$ cat config.mk
export PLATFORM = sky130hd
export DESIGN_NAME = csi2tx_dphy_hs_serializer
export DESIGN_NICKNAME = d
export VERILOG_FILES = /design/src/rtl/csi2tx_dphy_pkg.sv /design/src/rtl/csi2tx_dphy_byte_phase_cnt.sv /design/src/rtl/csi2tx_dphy_hs_serializer.sv
export SDC_FILE = /design/constraint.sdc
export NUM_CORES = 1
export LEC_CHECK = 0
export ABC_CLOCK_PERIOD_IN_PS = 3500
export BUFFER_PORTS_ARGS = -buffer_cell sky130_fd_sc_hd__buf_2
export CORE_MARGIN = 2
export CORE_UTILIZATION = 42
export CTS_CLUSTER_SIZE = 30
export DETAILED_ROUTE_END_ITERATION = 10
export PLACE_DENSITY = 0.66
export SLEW_MARGIN = 20
export SYNTH_ARGS = -nofsm -noshare
export SYNTH_HDL_FRONTEND = slang
export SYNTH_HIERARCHICAL = 1
export SYNTH_SLANG_ARGS = --single-unit
$ cat constraint.sdc
create_clock -name ddrclkhs -period 3.5 [get_ports ddrclkhs]
set_clock_uncertainty 0.05 [all_clocks]
set_input_delay 0.35 -clock ddrclkhs [delete_from_list [all_inputs] [get_ports ddrclkhs]]
set_output_delay 0.35 -clock ddrclkhs [all_outputs]
set_load 0.1 [all_outputs]
$ cat src/rtl/csi2tx_dphy_pkg.sv
// csi2tx_dphy_pkg
//   Shared definitions for the CSI-2 TX D-PHY HS serializer:
//   the FSM state encoding, the fixed HS-zero and sync byte values,
//   and a helper that picks the bit pair for a byte phase (LSB first).
package csi2tx_dphy_pkg;

    typedef enum logic [2:0] {
        ST_IDLE  = 3'd0,
        ST_ZERO  = 3'd1,
        ST_SYNC  = 3'd2,
        ST_DATA  = 3'd3,
        ST_TRAIL = 3'd4
    } hs_state_e;

    localparam logic [7:0] SYNC_BYTE = 8'hB8;
    localparam logic [7:0] ZERO_BYTE = 8'h00;

    // Phase p carries {b[2p+1], b[2p]}: bit 0 of the pair goes out in the
    // rising half of ddrclkhs, bit 1 in the falling half.
    function automatic logic [1:0] bit_pair(input logic [7:0] b, input logic [1:0] p);
        logic [1:0] r;
        case (p)
            2'd0:    r = b[1:0];
            2'd1:    r = b[3:2];
            2'd2:    r = b[5:4];
            default: r = b[7:6];
        endcase
        return r;
    endfunction

endpackage

$ cat src/rtl/csi2tx_dphy_byte_phase_cnt.sv
// csi2tx_dphy_byte_phase_cnt
//   Free-running 2-bit byte phase counter (divide-by-4 byte clock).
//   Ports:
//     ddrclkhs   in   HS DDR clock
//     rst_n      in   async active-low reset (phase forced to 0)
//     phase      out  current byte phase 0..3
//     phase_last out  high in phase 3, i.e. on the cycle whose closing
//                     edge is the byte boundary
module csi2tx_dphy_byte_phase_cnt (
    input  logic       ddrclkhs,
    input  logic       rst_n,
    output logic [1:0] phase,
    output logic       phase_last
);

    logic [1:0] phase_q;
    logic [1:0] phase_d;

    always_comb begin
        phase_d = phase_q + 2'd1;
    end

    always_ff @(posedge ddrclkhs or negedge rst_n) begin
        if (!rst_n) phase_q <= 2'd0;
        else        phase_q <= phase_d;
    end

    assign phase      = phase_q;
    assign phase_last = (phase_q == 2'd3);

endmodule

$ cat src/rtl/csi2tx_dphy_hs_serializer.sv
// csi2tx_dphy_hs_serializer
//   D-PHY HS burst serializer: HS-zero bytes, sync byte 8'hB8, payload,
//   then optional HS-trail, emitted LSB first as two bits per ddrclkhs.
//   Build option: define CSI2TX_DPHY_HS_TRAIL_EN to include the HS-trail
//   state; without it the burst ends directly after the last data byte.
//   Ports:
//     ddrclkhs   in   HS DDR clock, all state on rising edge
//     rst_n      in   async active-low reset
//     hs_req     in   level request to start a burst (sampled in IDLE only)
//     tx_data    in   payload byte
//     tx_valid   in   payload valid; low at a sampling edge ends the packet
//     tx_ready   out  strobe marking the tx_data sampling edge
//     ser_bits   out  {falling-half bit, rising-half bit}
//     hs_active  out  high for every cycle of the burst
//     byte_phase out  free-running byte phase 0..3
module csi2tx_dphy_hs_serializer
    import csi2tx_dphy_pkg::*;
#(
    parameter int unsigned ZERO_BYTES  = 3,
    parameter int unsigned TRAIL_BYTES = 2
) (
    input  logic       ddrclkhs,
    input  logic       rst_n,
    input  logic       hs_req,
    input  logic [7:0] tx_data,
    input  logic       tx_valid,
    output logic       tx_ready,
    output logic [1:0] ser_bits,
    output logic       hs_active,
    output logic [1:0] byte_phase
);

    // One byte counter serves both ZERO and TRAIL; it holds bytes-remaining-minus-one.
    localparam int unsigned CNT_MAX = (ZERO_BYTES > TRAIL_BYTES) ? ZERO_BYTES : TRAIL_BYTES;
    localparam int unsigned CNT_W   = $clog2(CNT_MAX + 1);
    localparam logic [CNT_W-1:0] ZERO_LAST  = CNT_W'(ZERO_BYTES - 1);
    localparam logic [CNT_W-1:0] TRAIL_LAST = CNT_W'(TRAIL_BYTES - 1);

    logic [1:0] phase;
    logic       phase_last;

    hs_state_e        state_q, state_d;
    logic [7:0]       byte_q,  byte_d;
    logic [CNT_W-1:0] cnt_q,   cnt_d;

    csi2tx_dphy_byte_phase_cnt u_phase (
        .ddrclkhs   (ddrclkhs),
        .rst_n      (rst_n),
        .phase      (phase),
        .phase_last (phase_last)
    );

    // All transitions and byte loads happen on the edge leaving phase 3, so
    // a newly loaded byte starts at phase 0 in the following cycle.
    always_comb begin
        state_d  = state_q;
        byte_d   = byte_q;
        cnt_d    = cnt_q;
        tx_ready = 1'b0;
        if (phase_last) begin
            case (state_q)
                ST_IDLE: begin
                    if (hs_req) begin
                        state_d = ST_ZERO;
                        byte_d  = ZERO_BYTE;
                        cnt_d   = ZERO_LAST;
                    end
                end
                ST_ZERO: begin
                    if (cnt_q == '0) begin
                        state_d = ST_SYNC;
                        byte_d  = SYNC_BYTE;
                    end else begin
                        cnt_d = cnt_q - CNT_W'(1);
                    end
                end
                ST_SYNC, ST_DATA: begin
                    tx_ready = 1'b1;
                    if (tx_valid) begin
                        state_d = ST_DATA;
                        byte_d  = tx_data;
                    end else begin
`ifdef CSI2TX_DPHY_HS_TRAIL_EN
                        // Trail level is the inverse of the last bit sent (bit 7).
                        state_d = ST_TRAIL;
                        byte_d  = {8{~byte_q[7]}};
                        cnt_d   = TRAIL_LAST;
`else
                        state_d = ST_IDLE;
                        byte_d  = ZERO_BYTE;
`endif
                    end
                end
`ifdef CSI2TX_DPHY_HS_TRAIL_EN
                ST_TRAIL: begin
                    if (cnt_q == '0) begin
                        state_d = ST_IDLE;
                        byte_d  = ZERO_BYTE;
                    end else begin
                        cnt_d = cnt_q - CNT_W'(1);
                    end
                end
`endif
                default: begin
                    state_d = ST_IDLE;
                    byte_d  = ZERO_BYTE;
                end
            endcase
        end
    end

    always_ff @(posedge ddrclkhs or negedge rst_n) begin
        if (!rst_n) begin
            state_q <= ST_IDLE;
            byte_q  <= 8'h00;
            cnt_q   <= '0;
        end else begin
            state_q <= state_d;
            byte_q  <= byte_d;
            cnt_q   <= cnt_d;
        end
    end

    assign hs_active  = (state_q != ST_IDLE);
    assign ser_bits   = hs_active ? bit_pair(byte_q, phase) : 2'b00;
    assign byte_phase = phase;

endmodule

# Word-level counts from Yosys, hierarchy flattened

Index checks and enable logic that the tools add are counted.

Register bits: 15
Latch bits: 0
Bits in writable memories: 0
Bits in read-only memories: 0
Bits of input ports: 12
Logic and storage cells: 38
Memories kept: 0

$add $sub $neg: 2
Multipliers: 0
Divide/modulo/power cells: 0
Order comparisons: 0
Equal/unequal tests: 9
Shift-type cells: 0
Mux-type cells: 15
Bitwise gates (word level): 0
Reduce and logical (&&, ||, !) cells: 8

Operator list:

| cell                  | count |
|---|---|
| $mux W8               | 3 |
| $pmux W8 S3           | 1 |
| $pmux W3 S3           | 1 |
| $mux W2               | 4 |
| $eq A3 B2 Y1 const B  | 2 |
| $mux W3               | 2 |
| $ne A2 B2 Y1 const B  | 3 |
| $pmux W2 S3           | 1 |
| $eq A2 B2 Y1 const B  | 2 |
| $logic_not A2 Y1      | 2 |
| $pmux W2 S2           | 1 |
| $reduce_and A4 Y1     | 1 |
| $eq A3 B1 Y1 const B  | 1 |
| $logic_not A3 Y1      | 1 |
| $reduce_and A3 Y1     | 1 |
| $reduce_bool A3 Y1    | 1 |
| $add A2 B1 Y2 const B | 1 |
| $eq A2 B1 Y1 const B  | 1 |
| $mux W1               | 2 |
| $reduce_bool A2 Y1    | 1 |
| $reduce_or A2 Y1      | 1 |
| $sub A2 B1 Y2 const B | 1 |

# Logic depth before layout (Yosys ltp)

Depth in word-level cells: 4
Mapped depth: 5
Gate-level depth less buffers: 5

# Modules after synthesis

Netlist, hierarchy kept.

Modules (own cells, without submodules):

| module                     | instances | cells an instance | area an instance (sq um) | seq. area each (sq um) |
|---|---|---|---|---|
| csi2tx_dphy_hs_serializer  | 1         | 57                | 643.1                    | 300.3 |
| csi2tx_dphy_byte_phase_cnt | 1         | 4                 | 66.3                     | 50.0 |

# Least setup slack after synthesis

Ideal clock, no wire load.

Kind: register to output
From: register u_phase.phase_q[0] (netlist: u_phase/phase[0])
To: output port ser_bits[0]
Arrival: 2.713 ns
Data required time: 3.100 ns
Slack: 0.387 ns
Stages on the path, launching flop included: 3
Cells stage by stage: dfrtp_1 -> mux4_2 -> nor2b_1

Cells in the longest elaborated chain, start to end: 3

Ends and longest elaborated chain:

| what                                 | line                             | text |
|---|---|---|
| start, declared                      | csi2tx_dphy_byte_phase_cnt.sv:16 | `logic [1:0] phase_q;` |
| start signal, assigned               | csi2tx_dphy_byte_phase_cnt.sv:25 | `else phase_q <= phase_d;` |
| $eq A2 B2 Y1 (tied with other cells) | csi2tx_dphy_pkg.sv:22            | `case (p)` |
| $pmux W2 S3 (*)                      | csi2tx_dphy_pkg.sv:22            |  |
| $mux W2 (*)                          | csi2tx_dphy_hs_serializer.sv:125 | `assign ser_bits = hs_active ? bit_pair(byte_q, phase) : 2'b00;` |
| end, declared                        | csi2tx_dphy_hs_serializer.sv:28  | `output logic [1:0] ser_bits,` |

Every way passes the cells marked *; elsewhere a longest branch is shown, timed or not.

# Final worst setup path

From: register u_phase.phase_q[0] (netlist: u_phase/phase[0])
To: output port tx_ready

Cells in the longest elaborated chain, start to end: 2

Ends and longest elaborated chain:

| what           | line                             | text |
|---|---|---|
| $eq A2 B2 Y1   | csi2tx_dphy_byte_phase_cnt.sv:29 | `assign phase_last = (phase_q == 2'd3);` |
| via phase_last | csi2tx_dphy_hs_serializer.sv:40  | `logic phase_last;` |
| $mux W1        | csi2tx_dphy_hs_serializer.sv:60  | `if (phase_last) begin` |
| end, declared  | csi2tx_dphy_hs_serializer.sv:27  | `output logic tx_ready,` |

The timed path passes the listed nets, and every way through them passes these cells.

==> results.py <==
metrics = {
    "finish": {
        "fin_cells": 97,
        "fillers": 140,
        "syn2layout_area_growth_pct": 19.9,
        "fin_nets": 96,
        "drive_above_1_share": 0.309,
        "antenna_cells": 0,
        "mostFrequentLayoutCell": "buf_2",
        "layout_common_cells": "buf_2 (17), dfrtp_1 (14), inv_1 (6), a22o_1 (6)",
        "fin_area_sq_um": 851,
    },
    "cts": {
        "clock_tree.htree_level_count": 1,
        "path_clk_slew_ps": 100,
        "cts_setup_buffers": 0,
        "tritoncts": "done",
        "tritoncts.num_buffers": 3,
        "clockRootBuffer": "clkbuf_4",
        "clk_latency_ps": 280,
        "cts_sinks": 14,
        "clockBufferDepth": 2,
    },
    "sta": {
        "tightestPinTransition_ps": 490,
        "rsz0062_at_grt": "false",
        "max_freq_ghz": 0.473,
        "hold_slack_ps": 230,
        "setup_viol": 0,
        "min_period_ps": 2110,
        "slew_violations": 0,
        "slew_headroom": 0.676,
        "finalSetupTns_ps": 0,
        "period_share": 0.604,
        "finalHoldViolations": 0,
    },
    "drt": {
        "drt-pass1-iter-count": 4,
        "drc": 0,
        "detail_route.wl_per_cell_um": 13.9,
        "ant_nets": 0,
        "totalWireLength_um": 1350,
        "via_count": 524,
        "initialDrtViolationCount": 6,
        "viasPerCell": 5.40,
    },
    "grt": {
        "grt_pass1_wl_um": 2190,
        "grtUsageTotal": 0.158,
        "grt_pass1_vias": 476,
        "grt_max_degree": 17,
        "antenna_found_initial": 0,
        "grt_overflow": 0,
    },
    "placement": {
        "place_inst": 92,
        "portBuffers": 17,
        "placed_area_sq_um": 805,
        "hpwl_um": 1020,
        "gp_congestion": 0.700,
    },
    "critical_path": {
        "crit_type": "register to output pin",
        "reg2reg_depth": 5,
        "crit_fanout": 11,
        "r2r-end": "byte_q[6]$_DFFE_PN0P_",
        "r2r-start": "cnt_q[0]$_DFFE_PN0P_",
        "worstPathArrival_ps": 1710,
        "rrSetupSlack_ps": 1870,
        "crit_required_ps": 3100,
        "crit_path_end_kind": "output pin",
        "start_kind": "register",
    },
    "floorplan": {
        "rows": 14,
        "core_sq_um": 1540,
        "start_util": 0.460,
        "dieArea_sq_um": 2030,
        "die_h_um": 45.1,
        "ios": 18,
        "fp.dieW_um": 45.1,
    },
    "yosys": {
        "yosys_register_bits": 14,
        "synth_fp_nets": 75,
        "yosysSeqAreaShare": 0.494,
        "netlist_instances": 61,
        "yosysWarnings": 6,
        "avgSynthCellArea_sq_um": 11.6,
        "post-synth-top-area-cell": "dfrtp_1",
        "ys_types": 20,
        "synth_top_area_frac": 0.494,
        "synth_area_leaders": "dfrtp_1 (49%), a22o_1 (7.4%), mux4_2 (6.3%), o22a_1 (6.2%), and3_1 (4.4%)",
        "netlist_area_sq_um": 709,
    },
    "status": {
        "status": "complete, no violations",
    },
    "min_path": {
        "holdPathStages": 2,
        "hold_end": "byte_q[1]$_DFFE_PN0P_",
        "min_from": "tx_data[1]",
        "hold_class": "input port to register",
    },
    "run": {
        "cap_violations": 0,
    },
    "power": {
        "p_leak_nw": 0.427,
        "p_per_area_nw_per_um2": 826,
        "ir_worst_vdd_uv": 345,
    },
}
## where the power goes
group          switching [mW]  internal, mW  total, mW  leakage (nW)
clock                  0.0558        0.0632      0.119        0.0210
sequential             0.0610         0.222      0.283         0.174
combinational           0.196         0.104      0.301         0.232
total                   0.313         0.389      0.703         0.427
## registers in the layout (all words and copies together), names as in the netlist
name           count
u_phase/phase      2
state_q            2
byte_q             8
cnt_q              2
## per-layer routing
layer  vias up  GRT usage  wire (um)
met3         4     0.0360         56
met1       238      0.242        708
met5         -          0          0
met2        13      0.194        557
met4         0      0.106         30
li1        269          -          -
## synth_stat cells
master	count
dfrtp_1	14
a22o_1	6
inv_1	6
and3_1	5
o22a_1	5
a21oi_1	4
nor2b_1	3
and2_1	2
buf_2	2
ha_1	2
mux4_2	2
nor2_1	2
nor3b_1	1
nor4b_2	1
nor4bb_1	1
o21ai_0	1
o21ai_1	1
o22ai_1	1
o31a_1	1
o31ai_2	1
## through the flow
step	utilization	power [mW]	setup WS [ps]
global placement	0.522	0.583	1710
global route	0.552	0.750	1270
floorplan	-	0.529	387
finish	0.552	0.703	1390
detailed placement	0.522	0.587	1700
CTS	0.552	0.705	1390
## worst max path at each step
stage               depth (start not counted)          end                       start  slack (ps)
floorplan                                   2  ser_bits[0]  u_phase/phase[0]$_DFF_PN0_         390
global placement                            3     tx_ready  u_phase/phase[0]$_DFF_PN0_        1710
finish                                      3     tx_ready  u_phase/phase[0]$_DFF_PN0_        1390
detailed placement                          3     tx_ready  u_phase/phase[0]$_DFF_PN0_        1700
global route                                3  ser_bits[1]      state_q[1]$_DFFE_PN0P_        1270
CTS                                         3     tx_ready  u_phase/phase[0]$_DFF_PN0_        1390
## worst max-delay path, stage by stage (launching register included)
cell,delay [ps]
dfrtp_1,440
ha_1,370
and2_1,200
buf_2,430
## cell families (layout without fill, tap and decap cells)
logic type | after synthesis | after routing | share of synthesized area
adder cells (fa/ha/maj) | 2 | 2 | 0.0353
buffers and inverters | 8 | 28 | 0.0459
AND/OR/NAND/NOR | 15 | 15 | 0.145
AO/OA/AOI/OAI | 20 | 20 | 0.217
flip-flops | 14 | 14 | 0.494
multiplexers | 2 | 2 | 0.0635
## timing repair
action / in CTS / in global routing
resized for setup: 0 / 0
hold buffers: 1 / 0
endpoints found under the hold margin: 14 / 0
## final cells by class
| cell class | instances | area (sq um) | area share |
|---|---|---|---|
| multi-input combinational | 39 | 327 | 0.384 |
| tap | 16 | 20.0 | 0.0235 |
| inverter | 6 | 22.5 | 0.0265 |
| sequential | 14 | 350 | 0.412 |
| timing repair buffer | 18 | 95.1 | 0.112 |
| clock buffer | 4 | 36.3 | 0.0426 |
(Power assumes the default switching activity.)
